## config.mk

```make
export PLATFORM = sky130hd
export DESIGN_NAME = midi_voice_allocator
export DESIGN_NICKNAME = d
export VERILOG_FILES = /design/src/rtl/midi_voice_allocator.sv
export SDC_FILE = /design/constraint.sdc
export NUM_CORES = 1
export LEC_CHECK = 0
export ABC_AREA = 1
export ABC_CLOCK_PERIOD_IN_PS = 3100
export CORE_AREA = 2 2 119 121
export CTS_CLUSTER_SIZE = 8
export DETAILED_ROUTE_END_ITERATION = 8
export DIE_AREA = 0 0 121 123
export DONT_BUFFER_PORTS = 1
export GPL_TIMING_DRIVEN = 1
export PLACE_DENSITY_LB_ADDON = 0.3
export SYNTH_ARGS = -nofsm -noshare
export SYNTH_HDL_FRONTEND = slang
export SYNTH_SLANG_ARGS = --single-unit
```

## constraint.sdc

```tcl
create_clock -name clk -period 3.1 [get_ports clk]
set_input_delay 0.93 -clock clk [delete_from_list [all_inputs] [get_ports clk]]
set_output_delay 0.93 -clock clk [all_outputs]
set_load 0.05 [all_outputs]
```

## src/rtl/midi_voice_allocator.sv

```systemverilog
// ---------------------------------------------------------------------------
// midi_voice_allocator
//
// Polyphonic voice scheduler between the MIDI parser and the synth voice bank.
// Each accepted note event is resolved against the current voice table by a
// sequential scan, one voice per clock. The scan looks for three things:
//   - a voice already holding the same note on the same channel (retrigger)
//   - the lowest-numbered free voice
//   - the oldest voice (steal candidate)
// A commit cycle then applies the event. While the scan and the commit are in
// progress the allocator is busy, and any qualifying event that arrives then
// is dropped and flagged.
//
// Ports
//   clk, reset_n        clock, asynchronous active-low reset
//   v_valid             1-cycle event strobe from the parser
//   v_channel           event channel
//   v_note_on/_off      event type (exactly one must be set)
//   v_note_num          note number
//   v_note_velocity     velocity (note-on with velocity 0 acts as note-off)
//   panic               1-cycle all-notes-off; aborts any scan in progress
//   busy                high while an event is being scanned or committed
//   ev_dropped          1-cycle pulse: a qualifying event arrived while busy
//   voice_gate          per-voice gate (note held)
//   voice_trig          per-voice 1-cycle pulse on note-on (re)assignment
//   voice_note          per-voice note number, voice i at [7i+6:7i]
//   voice_vel           per-voice velocity,   voice i at [7i+6:7i]
//   voice_chan          per-voice channel,    voice i at [4i+3:4i]
// ---------------------------------------------------------------------------
module midi_voice_allocator #(
  parameter int         NUM_VOICES = 4,
  parameter int         AGE_W      = 4,
  parameter bit         OMNI       = 1'b1,
  parameter logic [3:0] RX_CHANNEL = 4'd0
) (
  input  logic                    clk,
  input  logic                    reset_n,
  input  logic                    v_valid,
  input  logic [3:0]              v_channel,
  input  logic                    v_note_on,
  input  logic                    v_note_off,
  input  logic [6:0]              v_note_num,
  input  logic [6:0]              v_note_velocity,
  input  logic                    panic,
  output logic                    busy,
  output logic                    ev_dropped,
  output logic [NUM_VOICES-1:0]   voice_gate,
  output logic [NUM_VOICES-1:0]   voice_trig,
  output logic [7*NUM_VOICES-1:0] voice_note,
  output logic [7*NUM_VOICES-1:0] voice_vel,
  output logic [4*NUM_VOICES-1:0] voice_chan
);

  localparam int               IDX_W    = (NUM_VOICES > 1) ? $clog2(NUM_VOICES) : 1;
  localparam logic [IDX_W-1:0] LAST_IDX = IDX_W'(NUM_VOICES - 1);
  localparam logic [AGE_W-1:0] AGE_MAX  = '1;

  typedef enum logic [1:0] {
    ST_IDLE   = 2'd0,
    ST_SCAN   = 2'd1,
    ST_COMMIT = 2'd2
  } state_t;

  // Control state
  state_t           state_q, state_d;
  logic [IDX_W-1:0] idx_q, idx_d;

  // Latched event
  logic [3:0]       ev_chan_q, ev_chan_d;
  logic [6:0]       ev_note_q, ev_note_d;
  logic [6:0]       ev_vel_q, ev_vel_d;
  logic             ev_on_q, ev_on_d;

  // Scan results
  logic             match_found_q, match_found_d;
  logic [IDX_W-1:0] match_idx_q, match_idx_d;
  logic             free_found_q, free_found_d;
  logic [IDX_W-1:0] free_idx_q, free_idx_d;
  logic [IDX_W-1:0] oldest_idx_q, oldest_idx_d;
  logic [AGE_W-1:0] oldest_age_q, oldest_age_d;

  // Voice table
  logic [NUM_VOICES-1:0] gate_q, gate_d;
  logic [NUM_VOICES-1:0] trig_q, trig_d;
  logic [6:0]            note_q [NUM_VOICES];
  logic [6:0]            note_d [NUM_VOICES];
  logic [6:0]            vel_q  [NUM_VOICES];
  logic [6:0]            vel_d  [NUM_VOICES];
  logic [3:0]            chan_q [NUM_VOICES];
  logic [3:0]            chan_d [NUM_VOICES];
  logic [AGE_W-1:0]      age_q  [NUM_VOICES];
  logic [AGE_W-1:0]      age_d  [NUM_VOICES];

  logic             dropped_q, dropped_d;
  logic             ev_qual;
  logic [IDX_W-1:0] target_idx;

  assign ev_qual = v_valid & (v_note_on ^ v_note_off) &
                   (OMNI | (v_channel == RX_CHANNEL));

  // Priority: retrigger a held copy of the note, else the lowest free voice,
  // else steal the oldest.
  assign target_idx = match_found_q ? match_idx_q :
                      free_found_q  ? free_idx_q  : oldest_idx_q;

  always_comb begin
    state_d       = state_q;
    idx_d         = idx_q;
    ev_chan_d     = ev_chan_q;
    ev_note_d     = ev_note_q;
    ev_vel_d      = ev_vel_q;
    ev_on_d       = ev_on_q;
    match_found_d = match_found_q;
    match_idx_d   = match_idx_q;
    free_found_d  = free_found_q;
    free_idx_d    = free_idx_q;
    oldest_idx_d  = oldest_idx_q;
    oldest_age_d  = oldest_age_q;
    gate_d        = gate_q;
    trig_d        = '0;
    note_d        = note_q;
    vel_d         = vel_q;
    chan_d        = chan_q;
    age_d         = age_q;
    dropped_d     = 1'b0;

    if (panic) begin
      // Abort everything; a simultaneous event is neither accepted nor
      // reported as dropped.
      state_d = ST_IDLE;
      idx_d   = '0;
      gate_d  = '0;
      for (int i = 0; i < NUM_VOICES; i++) begin
        age_d[i] = '0;
      end
    end else begin
      case (state_q)
        ST_IDLE: begin
          if (ev_qual) begin
            ev_chan_d     = v_channel;
            ev_note_d     = v_note_num;
            ev_vel_d      = v_note_velocity;
            ev_on_d       = v_note_on & (v_note_velocity != 7'd0);
            match_found_d = 1'b0;
            match_idx_d   = '0;
            free_found_d  = 1'b0;
            free_idx_d    = '0;
            oldest_idx_d  = '0;
            oldest_age_d  = '0;
            idx_d         = '0;
            state_d       = ST_SCAN;
          end
        end

        ST_SCAN: begin
          dropped_d = ev_qual;
          if (!match_found_q && gate_q[idx_q] &&
              (chan_q[idx_q] == ev_chan_q) && (note_q[idx_q] == ev_note_q)) begin
            match_found_d = 1'b1;
            match_idx_d   = idx_q;
          end
          if (!free_found_q && !gate_q[idx_q]) begin
            free_found_d = 1'b1;
            free_idx_d   = idx_q;
          end
          // Strict compare keeps the lowest index on equal ages; the tracker
          // starts at voice 0 with age 0 so voice 0 wins an all-zero table.
          if (age_q[idx_q] > oldest_age_q) begin
            oldest_age_d = age_q[idx_q];
            oldest_idx_d = idx_q;
          end
          if (idx_q == LAST_IDX) begin
            state_d = ST_COMMIT;
          end else begin
            idx_d = idx_q + 1'b1;
          end
        end

        ST_COMMIT: begin
          dropped_d = ev_qual;
          state_d   = ST_IDLE;
          if (ev_on_q) begin
            for (int i = 0; i < NUM_VOICES; i++) begin
              if (target_idx == IDX_W'(i)) begin
                gate_d[i] = 1'b1;
                trig_d[i] = 1'b1;
                note_d[i] = ev_note_q;
                vel_d[i]  = ev_vel_q;
                chan_d[i] = ev_chan_q;
                age_d[i]  = '0;
              end else if (age_q[i] != AGE_MAX) begin
                age_d[i] = age_q[i] + 1'b1;
              end
            end
          end else begin
            // Release every held copy, not just the first match.
            for (int i = 0; i < NUM_VOICES; i++) begin
              if (gate_q[i] && (chan_q[i] == ev_chan_q) && (note_q[i] == ev_note_q)) begin
                gate_d[i] = 1'b0;
              end
            end
          end
        end

        default: begin
          state_d = ST_IDLE;
        end
      endcase
    end
  end

  always_ff @(posedge clk or negedge reset_n) begin
    if (!reset_n) begin
      state_q       <= ST_IDLE;
      idx_q         <= '0;
      ev_chan_q     <= '0;
      ev_note_q     <= '0;
      ev_vel_q      <= '0;
      ev_on_q       <= 1'b0;
      match_found_q <= 1'b0;
      match_idx_q   <= '0;
      free_found_q  <= 1'b0;
      free_idx_q    <= '0;
      oldest_idx_q  <= '0;
      oldest_age_q  <= '0;
      gate_q        <= '0;
      trig_q        <= '0;
      dropped_q     <= 1'b0;
      for (int i = 0; i < NUM_VOICES; i++) begin
        note_q[i] <= '0;
        vel_q[i]  <= '0;
        chan_q[i] <= '0;
        age_q[i]  <= '0;
      end
    end else begin
      state_q       <= state_d;
      idx_q         <= idx_d;
      ev_chan_q     <= ev_chan_d;
      ev_note_q     <= ev_note_d;
      ev_vel_q      <= ev_vel_d;
      ev_on_q       <= ev_on_d;
      match_found_q <= match_found_d;
      match_idx_q   <= match_idx_d;
      free_found_q  <= free_found_d;
      free_idx_q    <= free_idx_d;
      oldest_idx_q  <= oldest_idx_d;
      oldest_age_q  <= oldest_age_d;
      gate_q        <= gate_d;
      trig_q        <= trig_d;
      dropped_q     <= dropped_d;
      note_q        <= note_d;
      vel_q         <= vel_d;
      chan_q        <= chan_d;
      age_q         <= age_d;
    end
  end

  assign busy       = (state_q != ST_IDLE);
  assign ev_dropped = dropped_q;
  assign voice_gate = gate_q;
  assign voice_trig = trig_q;

  generate
    for (genvar gi = 0; gi < NUM_VOICES; gi++) begin : g_voice_out
      assign voice_note[7*gi +: 7] = note_q[gi];
      assign voice_vel[7*gi +: 7]  = vel_q[gi];
      assign voice_chan[4*gi +: 4] = chan_q[gi];
    end
  endgenerate

endmodule

```

# Word level (Yosys, flattened, before mapping)
# Index checks and enable logic that the tools add are counted.
# word_totals
rom_bits	0
inputBits	24
ff_bits	132
word_cells	194
n_memories	0
mem_bits_rw	0
out_inout_bits	82
latch_bits	0
# classes
n_eq_ne	31
mux	66
reduce_logical	50
n_div	0
multipliers	0
order_cmp	3
n_shift	0
bitwise_logic	5
addsub	5
# ops
op	count
$mux 4	20
$mux 16	3
$eq 7x7->1	5
$reduce_and 3->1	10
$reduce_and 4->1	7
$reduce_bool 3->1	9
$mux 2	11
$eq 4x4->1	5
$pmux 2 s2	5
$mux 1	18
$add 4x1->4 const B	4
$bmux 4 s2	2
$ne 4x4->1 const B	4
$bmux 7 s2	1
$mux 7	2
$logic_and 1x1->1	12
$ne 3x2->1 const B	4
$ne 3x3->1 const B	3
$eq 2x2->1 const B	4
$ne 2x2->1 const B	4
$pmux 4 s2	1
$reduce_bool 2->1	4
$reduce_bool 7->1	1
$eq 2x1->1 const B	2
14 further kinds	19

# Longest topological paths before layout
# Gate-level depths: netlist of the first run.
# logic_depth
ltp_word	9
mapped_depth	14
depth_no_buf	14

# Least setup slack after synthesis of the first run
# Ideal clock, no wire load.
# synth_timing
kind	reg-to-reg
startpoint	register idx_q[0]
endpoint	register oldest_age_q[1]
n_path_buf	2
setup_ns	0.083
arrival_time_ns	2.112
synth_period_minus_slack_ns	2.195
slack_ns	0.905
stages_incl_launch_ff	14
required_ns	3.017
cell_sequence	dfrtp_1 -> buf_2 -> buf_2 -> o21ai_0 -> o22ai_1 -> ha_1 -> inv_1 -> nor2_1 -> o21ai_0 -> a32o_1 -> nor2_2 -> nor2_1 -> inv_1 -> o21ai_0
# synth_via
elab_chain_cells	7
elab_cells_between_ends	9
classes_between	1 x order compare; 1 x eq/ne; 5 x mux; 1 x bitwise; 1 x reduce/logical
# synth_rtl
element	line_no	source
from (decl)	66	logic [IDX_W-1:0] idx_q, idx_d;
from (signal assigned)	237	idx_q <= idx_d;
$not 2->3 (implied by the code) (*)	168, 169	
$bmux 4 s2 (*)	168, 169	
$mux 4 (implied by the code) (*) (2 in a row)	168, 169	
$gt 4x4->1	168	if (age_q[idx_q] > oldest_age_q) begin
$ne 2x2->1 (no source line)	--	
$reduce_and 4->1 (no source line)	--	
to (signal assigned)	247	oldest_age_q <= oldest_age_d;
to (decl)	80	logic [AGE_W-1:0] oldest_age_q, oldest_age_d;
# Every way passes the cells marked *; elsewhere a longest branch is shown, timed or not. The select of a mux whose other input is x is not followed.
# A chain may end at the register's enable or synchronous reset.

# Worst setup path in the final report of the first run
# layout_timing
startpoint	register idx_q[1]
endpoint	register oldest_age_q[1]
# Same word-level chain as after synthesis.

==> results of run 1 <==
-- cells by family after synthesis --
kind of cell	share of synthesized area [%]
adders and majority gates	2.431
DFF	49.36
buffers and inverters	7.479
and+or+nand+nor	23.62
xor gates and xnor gates	4.058
AOI/OAI and AO/OA	13.05
-- cell type report --
type / count / area, um^2 / area share (%)
Antenna cell: 1 / 2.502 / 0.03360
Multi-Input combinational cell: 586 / 2893 / 38.84
Sequential cell: 132 / 3303 / 44.35
Clock inverter: 12 / 142.6 / 1.915
Inverter: 89 / 334.1 / 4.486
Clock buffer: 20 / 456.7 / 6.132
Timing Repair Buffer: 12 / 90.09 / 1.210
Tap cell: 180 / 225.2 / 3.024
-- stage by stage --
stage	hold WS (ns)	setup slack [ns]
floorplan	0.4529	0.9053
global placement	0.4662	0.6622
global route	0.1871	0.2619
CTS	0.1837	0.5154
detailed placement	0.4730	0.5163
finish	0.2012	0.4906
-- sequential cells by signal, indices dropped and copies added (netlist names), 7 cells and up --
signal / cells
voice_note: 28
ev_vel_q: 7
voice_vel: 28
ev_note_q: 7
age_q: 16
voice_chan: 16
-- synth_stat cells, types with 2 or more instances --
| cell type | number | area, um^2 |
|---|---|---|
| nand2_1 | 231 | 867.1 |
| dfrtp_1 | 132 | 3303 |
| o21ai_0 | 103 | 515.5 |
| inv_1 | 78 | 292.8 |
| nand3_1 | 61 | 305.3 |
| nor2_1 | 56 | 210.2 |
| a21oi_1 | 31 | 155.2 |
| xor2_1 | 27 | 236.5 |
| buf_2 | 15 | 75.07 |
| clkbuf_1 | 15 | 56.30 |
| ha_1 | 13 | 162.7 |
| inv_2 | 10 | 37.54 |
| o22ai_1 | 10 | 62.56 |
| nor3_1 | 8 | 40.04 |
| o21ai_1 | 8 | 40.04 |
| nand4_1 | 7 | 43.79 |
| nor4_1 | 5 | 31.28 |
| buf_4 | 4 | 30.03 |
| nor2_4 | 4 | 45.04 |
| xnor2_1 | 4 | 35.03 |
| nor2_2 | 3 | 18.77 |
| o211ai_1 | 2 | 15.01 |
| o21ai_2 | 2 | 17.52 |
| or2_0 | 2 | 12.51 |
-- worst paths after layout --
| check | cells past startpoint | start | to |
|---|---|---|---|
| worst min register to register | 2 | ev_vel_q[1] | ev_vel_q[1] |
| worst min-delay path | 0 | reset_n | free_idx_q[1] |
| max in group asynchronous | 0 | reset_n | age_q[15] |
| worst max register to register | 12 | idx_q[1] | oldest_age_q[1] |
| worst max-delay path | 12 | idx_q[1] | oldest_age_q[1] |
| min in group clk | 2 | ev_vel_q[1] | ev_vel_q[1] |
-- critical path, stage by stage, from the launching register on --
cell	delay, ns
dfrtp_1	0.74
inv_2	0.22
o21ai_0	0.13
o22ai_1	0.11
ha_1	0.30
inv_1	0.07
nor2_1	0.04
o21ai_0	0.16
a32o_1	0.16
nor2_2	0.06
nor2_1	0.24
inv_1	0.10
o21ai_0	0.18
-- per-layer routing --
| layer | wire [um] | share of wire [%] | GRT usage, % | vias up |
|---|---|---|---|---|
| li1 | - | - | - | 2721 |
| met4 | 542 | 3.0 | 11.99 | 0 |
| met3 | 1485 | 8.3 | 8.164 | 37 |
| met5 | 0 | 0 | 0 | - |
| met2 | 7744 | 43 | 37.57 | 201 |
| met1 | 8090 | 45 | 34.26 | 2565 |
-- power groups by stage --
stage / sequential (uW) / clock (uW) / combinational, uW
6_report: 3950 / 2040 / 1520
5_1_grt: 4020 / 2150 / 1760
4_1_cts: 3940 / 2070 / 1520
3_5_place_dp: 3970 / 0 / 1510
3_3_place_gp: 3970 / 0 / 1480
2_1_floorplan: 3700 / 0 / 1270
==> impl_metrics.yaml, run 1 <==
status:
  status: "complete, no violations"
cts:
  cts_tree: "done"
  clk_latency_ns: 0.43
  clk_pin_slew_ns: 0.06
  root_buffer: "clkbuf_16"
  cts_resized: 0
  cts_buffer_depth: 2
  numCtsBuffers: 17
  hold_buffers: 0
  postCtsSetupBuffers: 0
  cts_num_sinks: 132
  ctsHtreeMaxLevel: 4
grt:
  grt_pass1_vias: 5338
  grtUsageTotal_pct: 25.49
  grt_max_degree: 133
  overflow: 0
  antenna_found_initial: 1
  grt_pass1_wl_um: 28750
sta:
  max_freq_ghz: 0.3832
  skew_ns: 0.006736
  slew_headroom_pct: 56.95
  tightest_slew_ns: 0.6457
  fin_crit_sh_pct: 84.17
  setup_violations: 0
  finalHoldViolCount: 0
  period_needed_ns: 2.609
  rsz0062_at_grt: "false"
  setup_tns_ns: 0
  slew_viol_final: 0
route:
  routedWlPerCell_um: 17.31
  postRouteAntennaNets: 0
  wl_um: 17860
  viasPerCell: 5.353
  vias: 5524
  firstDrtPassIters: 4
  drcViolationCount: 0
  drtIter0Drc: 486
hold_path:
  hp-class: "in2async"
finish:
  design_area_um2: 7447
  fillers: 1276
  final_common_cell: "nand2_1"
  stdcell_count: 1032
  syn_to_final_growth_pct: 11.29
  nets: 875
  final_layout_size_suffix_gt1_share_pct: 7.403
  mostFrequentLayoutCells: "nand2_1 (231), dfrtp_1 (132), o21ai_0 (103), inv_1 (78), nand3_1 (60)"
  finish.utilization_pct: 54.71
yosys:
  netlist_instances: 842
  synthArstFlopShare_pct: 100.0
  post_synth_num_cell_types: 35
  syn_area_um2: 6691
  syn_area_per_cell_um2: 7.947
  yosys_most_used_dff: "dfrtp_1"
  syn-num-nets: 879
  ys_seq_area_share_pct: 49.36
  synth_edf_count: 0
  yosys_warnings: 0
  synth_seq_cells: 132
pwr:
  pwr-share-comb_pct: 20.3
  powerDensity_nw_per_um2: 1009
  p_leak_uw: 0.003643
  p_clk_share_pct: 27.2
  ir_worst_vdd_v: 0.0005576
  switching_share_pct: 46.95
  power_uw: 7512
  seqPwrFrac_pct: 52.6
  p_sw_uw: 3527
  internal-power_uw: 3985
worst_setup_path:
  crit_arrival_ns: 2.94
  cp.required_ns: 3.43
  critPathCaptureType: "flop"
  start_kind: "flop"
  r2r_slack_ns: 0.49
  cp_max_fo: 17
  path_class: "reg2reg"
die:
  initial_utilization_pct: 49.16
  die_y_um: 123
  die_w_um: 121
  dieArea_um2: 14880
  row_count: 43
  core-area_um2: 13610
  io_pins: 106
place:
  finalWeightedCongestion: 0.9143
  dp_hpwl_um: 12510
  portBuffers: 0
  dp_cells: 999
  dpl_cell_area_um2: 6845
flow_run:
  maxCapViolCount: 0
Note: power is estimated with default switching activity, not from simulation.
==> run 2: changes to the inputs <==
Settings changed: ABC_AREA 1 to 0, ABC_CLOCK_PERIOD_IN_PS 3100 to 2100, CORE_AREA 2 2 119 121 to 2 2 118 120, DIE_AREA 0 0 121 123 to 0 0 120 122.
Clock period 3.1 ns to 2.1 ns, I/O delays scaled along.
==> impl_metrics.yaml, run 2 <==
status:
  status: "finished with violations"
  violations: "negative hold slack, negative setup slack"
yosys:
  ys_seq_area_share_pct: 50.03
  netlist_instances: 531
  yosys.area.top_type: "dfrtp_1"
  synth.most_common_cell: "dfrtp_1"
  post_synth_num_cell_types: 49
  yosys_warnings: 0
  synth_edf_count: 0
  synthArstFlopShare_pct: 100.0
  syn_area_um2: 6603
  synth_top_area_share_pct: 50.03
  synth_commonest_cells: "dfrtp_1 (132), mux2_2 (92), xnor2_1 (34), nor2_1 (24)"
  syn_area_per_cell_um2: 12.43
  yosys_most_used_dff: "dfrtp_1"
  synth_seq_cells: 132
  synth_area_leaders: "dfrtp_1 (50%), mux2_2 (16%), xnor2_1 (4.5%), xor2_1 (3.1%), ha_1 (2.5%)"
  syn-num-nets: 568
sta:
  tightest_slew_ns: 0.4961
  finalHoldViolCount: 132
  period_needed_ns: 2.441
  setup_violations: 9
  holdWs_ns: -0.09932
  slew_viol_final: 0
  rsz0062_at_grt: "true"
  max_freq_ghz: 0.4096
  skew_ns: 0.01345
  setup_ws_ns: -0.3415
  slew_headroom_pct: 66.92
  fin_crit_sh_pct: 116.3
cts:
  cts_num_sinks: 132
  cts_buffer_depth: 2
  root_buffer: "clkbuf_16"
  numCtsBuffers: 17
  clk_latency_ns: 0.44
  ctsHtreeMaxLevel: 4
  clk_pin_slew_ns: 0.06
  cts_tree: "done"
pwr:
  power_uw: 8005
  ir_worst_vdd_v: 0.0005644
  p_leak_uw: 0.003788
  powerDensity_nw_per_um2: 987.9
route:
  postRouteAntennaNets: 0
  drcViolationCount: 0
  vias: 4668
  drtIter0Drc: 269
  viasPerCell: 5.728
  routedWlPerCell_um: 20.95
  firstDrtPassIters: 5
  wl_um: 17080
place:
  pre_cts_ws_ns: -0.2729
  finalWeightedCongestion: 0.8005
  portBuffers: 0
  dp_hpwl_um: 11910
  dp_cells: 781
die:
  initial_utilization_pct: 48.89
  die_w_um: 120
  row_count: 43
  die_y_um: 122
  core-area_um2: 13500
  dieArea_um2: 14640
  io_pins: 106
finish:
  final_common_cell: "dfrtp_1"
  finish.utilization_pct: 60.00
  nets: 659
  mostFrequentLayoutCells: "dfrtp_1 (118), mux2_2 (92), buf_4 (91), xnor2_1 (34), nor2_1 (24)"
  syn_to_final_growth_pct: 22.72
  num_antenna_cells: 0
  final_layout_size_suffix_gt1_share_pct: 40.63
  stdcell_count: 815
worst_setup_path:
  slowest_delay_ns: 0.56
  crit_top_cell: "o21a_1"
  crit_arrival_ns: 2.76
  slowest_stage: "mux4_2"
  cp_max_fo: 3
  cp.required_ns: 2.42
  critPathCaptureType: "flop"
  path_class: "reg2reg"
  start_kind: "flop"
  crit_chain: "mux4_2 -> ha_4 -> nor2b_4 -> o21a_1 -> o21a_1 -> o211ai_1 -> buf_4 -> nor3_2 -> a21o_1"
grt:
  grt_pass1_wl_um: 26590
  grtUsageTotal_pct: 24.47
  overflow: 0
  antenna_found_initial: 0
  grt_pass1_vias: 4809
  grt_max_degree: 133
hold_path:
  hp-class: "in2async"
flow_run:
  maxCapViolCount: 0
==> run 2: changes by cell type after synthesis, moves of 32 or more <==
cell and delta:
inv_1 -59, mux2_2 +92, nand2_1 -208, nand3_1 -45, nor2_1 -32, o21ai_0 -94
==> run 2: final timing paths <==
path / startpoint / end / slack [ns] / cells after the start
worst min register to register: match_idx_q[0] / match_idx_q[0] / 0.52 / 1
min in group clk: panic / voice_gate[2] / 0.27 / 1
max in group asynchronous: reset_n / voice_chan[15] / 2.00 / 0
worst max register to register: idx_q[1] / oldest_idx_q[1] / -0.34 / 9
worst max-delay path: idx_q[1] / oldest_idx_q[1] / -0.34 / 9
worst min-delay path: reset_n / match_idx_q[1] / -0.1 / 0
==> run 2: critical path: cells and delay by family, from the launching register on <==
kind / cells / cell delay [ns]
DFF: 1 / 0.38
and+or+nand+nor: 2 / 0.17
buffers and inverters: 1 / 0.20
adders and majority gates: 1 / 0.24
muxes: 1 / 0.56
AOI/OAI and AO/OA: 4 / 0.79
==> run 2: metal layers <==
metal	up-vias	share of wire, %	GRT usage [%]
met1	2368	41	30.41
met3	39	6.2	7.303
met5	-	0	0
met4	0	3.2	10.96
li1	2091	-	-
met2	170	49	39.67
==> run 2: repair_timing <==
item                                    4_1_cts  5_1_grt
setup buffers                                 1        1
gates resized for setup                      10        7
endpoints found under the setup margin       11       13
pin swaps                                     7        4
hold endpoints to repair                    132      132
==> run 2: final cells by class <==
type / instances / area, um^2
clock buffers: 21 / 450.4
fillers: 1073 / 5401
repair buffers: 99 / 808.3
multi-input cells: 353 / 3099
clock inverters: 11 / 127.6
inverters: 19 / 71.32
well taps: 180 / 225.2
flip-flops and latches: 132 / 3321
==> run 2: cells by family (layout without fill, tap and decap cells) <==
logic type	Yosys count	in the layout	share of synthesized area [%]
flops	132	132	50.03
mux	115	115	21.55
simple gates	97	97	7.353
compound gates	71	71	7.599
xor+xnor	57	57	7.561
buf+inv	46	150	3.449
fa+ha+maj	13	13	2.464
==> run 2: power by group <==
group          internal, uW  switching (uW)  total (uW)
clock                  1780            1150        2930
sequential             2830             511        3340
combinational           832             902        1730
total                  5440            2560        8010
==> run 2: through the flow <==
stage / area (um^2) / TNS, ns
global placement: 7485 / -1.760
finish: 8103 / -2.393
global route: 8103 / -3.555
floorplan: 6633 / -2.935
CTS: 8069 / -1.810
detailed placement: 7485 / -2.628
==> run 3: changes to the inputs <==
Settings changed: CORE_AREA 2 2 118 120 to 2 2 135 137, DIE_AREA 0 0 120 122 to 0 0 137 139.
==> impl_metrics.yaml, run 3 (same netlist as run 2, synthesis figures left out) <==
sta:
  period_needed_ns: 2.406
  setup_ws_ns: -0.3059
  max_freq_ghz: 0.4156
  holdWs_ns: -0.08021
  tightest_slew_ns: 0.5252
  setup_tns_ns: -2.315
  fin_crit_sh_pct: 114.6
  rsz0062_at_grt: "true"
  finalHoldViolCount: 132
  setup_violations: 9
  slew_headroom_pct: 64.67
  slew_viol_final: 0
  skew_ns: 0.005828
route:
  vias: 4582
  drtIter0Drc: 180
  viasPerCell: 5.291
  drcViolationCount: 0
  wl_um: 17430
  routedWlPerCell_um: 20.12
  postRouteAntennaNets: 0
  firstDrtPassIters: 4
finish:
  mostFrequentLayoutCells: "dfrtp_1 (118), buf_4 (95), mux2_2 (92), xnor2_1 (33), nor2_1 (24)"
  syn_to_final_growth_pct: 24.90
  stdcell_count: 866
  final_common_cell: "dfrtp_1"
  num_antenna_cells: 0
  finish.utilization_pct: 46.70
  nets: 662
  final_layout_size_suffix_gt1_share_pct: 41.13
die:
  die_y_um: 139
  dieArea_um2: 19040
  io_pins: 106
  initial_utilization_pct: 37.39
  core-area_um2: 17660
  die_w_um: 137
  row_count: 49
pwr:
  pwr-share-comb_pct: 21.6
  power_uw: 8115
  p_leak_uw: 0.003846
  powerDensity_nw_per_um2: 984.0
  ir_worst_vdd_v: 0.0005738
  seqPwrFrac_pct: 40.9
  internal-power_uw: 5639
  p_clk_share_pct: 37.5
  switching_share_pct: 30.51
  p_sw_uw: 2476
worst_setup_path:
  rr_worst_depth: 8
  critPathCaptureType: "flop"
  path_buf_inv: 0
  slowest_delay_ns: 0.56
  crit_arrival_ns: 2.75
  path_class: "reg2reg"
  cp_num_cells: 8
  cp_max_fo: 6
  crit_top_cell: "o21a_1"
  slowest_stage: "mux4_2"
  cp.required_ns: 2.45
  start_kind: "flop"
  crit_family: "compound AO/OA/AOI/OAI gates"
  crit_chain: "mux4_2 -> ha_4 -> nor2b_4 -> o21a_1 -> o21a_1 -> o211ai_1 -> o21a_2 -> a22o_1"
hold_path:
  hp-class: "in2async"
cts:
  clk_latency_ns: 0.41
  root_buffer: "clkbuf_16"
  cts_num_sinks: 132
  cts_tree: "done"
  cts_buffer_depth: 2
  ctsHtreeMaxLevel: 4
  clk_pin_slew_ns: 0.06
  numCtsBuffers: 17
status:
  violations: "negative hold slack, negative setup slack"
  status: "finished with violations"
place:
  dp_hpwl_um: 12810
  finalWeightedCongestion: 0.8712
  dp_cells: 835
  portBuffers: 0
grt:
  grt_pass1_wl_um: 28220
  grt_pass1_vias: 5056
  grt_max_degree: 133
  grtUsageTotal_pct: 19.55
  overflow: 0
  antenna_found_initial: 0
flow_run:
  maxCapViolCount: 0
## run 3: final timing paths
check                          startpoint              end  slack [ns]
setup / recovery                 idx_q[1]  oldest_age_q[2]       -0.31
min in group clk                    panic       state_q[1]        0.28
max in group asynchronous         reset_n   voice_note[26]        1.85
hold reg to reg            match_idx_q[1]   match_idx_q[1]        0.50
hold / removal                    reset_n       ev_dropped       -0.08
setup reg to reg                 idx_q[1]  oldest_age_q[2]       -0.31
## run 3: routing by layer
layer	wire length, um	vias to the layer above	GRT usage (%)
li1	-	2098	-
met1	7134	2334	23.59
met2	8927	117	32.55
met3	848	33	5.446
met4	517	0	8.302
met5	0	-	0
## run 3: power groups by stage
stage	logic, uW	clock network, uW	registers, uW
finish	1750	3040	3320
global route	1900	3220	3370
CTS	1750	3100	3330
detailed placement	1730	0	3370
global placement	1710	0	3350
floorplan	1080	0	3400
## run 3: layout make-up
type	count	area, um^2
inverters	19	71.32
clock inverters	8	123.9
clock buffers	23	478.0
flip-flops and latches	132	3321
multi-input cells	353	3139
repair buffers	102	827.0
fillers	1630	9410
well taps	229	286.5
## run 3: repair_timing
action | CTS | global route
endpoints found under the setup margin | 12 | 27
gates resized for setup | 12 | 7
buffers inserted | 0 | 0
hold endpoints to repair | 132 | 132
gates cloned | 0 | 0
pin swaps | 2 | 3
## run 3: per-stage QoR
stage	hold WS, ns	worst slack (ns)	area [um^2]
after detailed placement	0.3404	-0.2966	7584
after floorplan	0.3344	-0.4974	6633
after global routing	-0.1076	-0.4412	8247
after global placement	0.3429	-0.2029	7584
final	-0.08021	-0.3059	8247
after CTS	-0.09956	-0.2858	8228
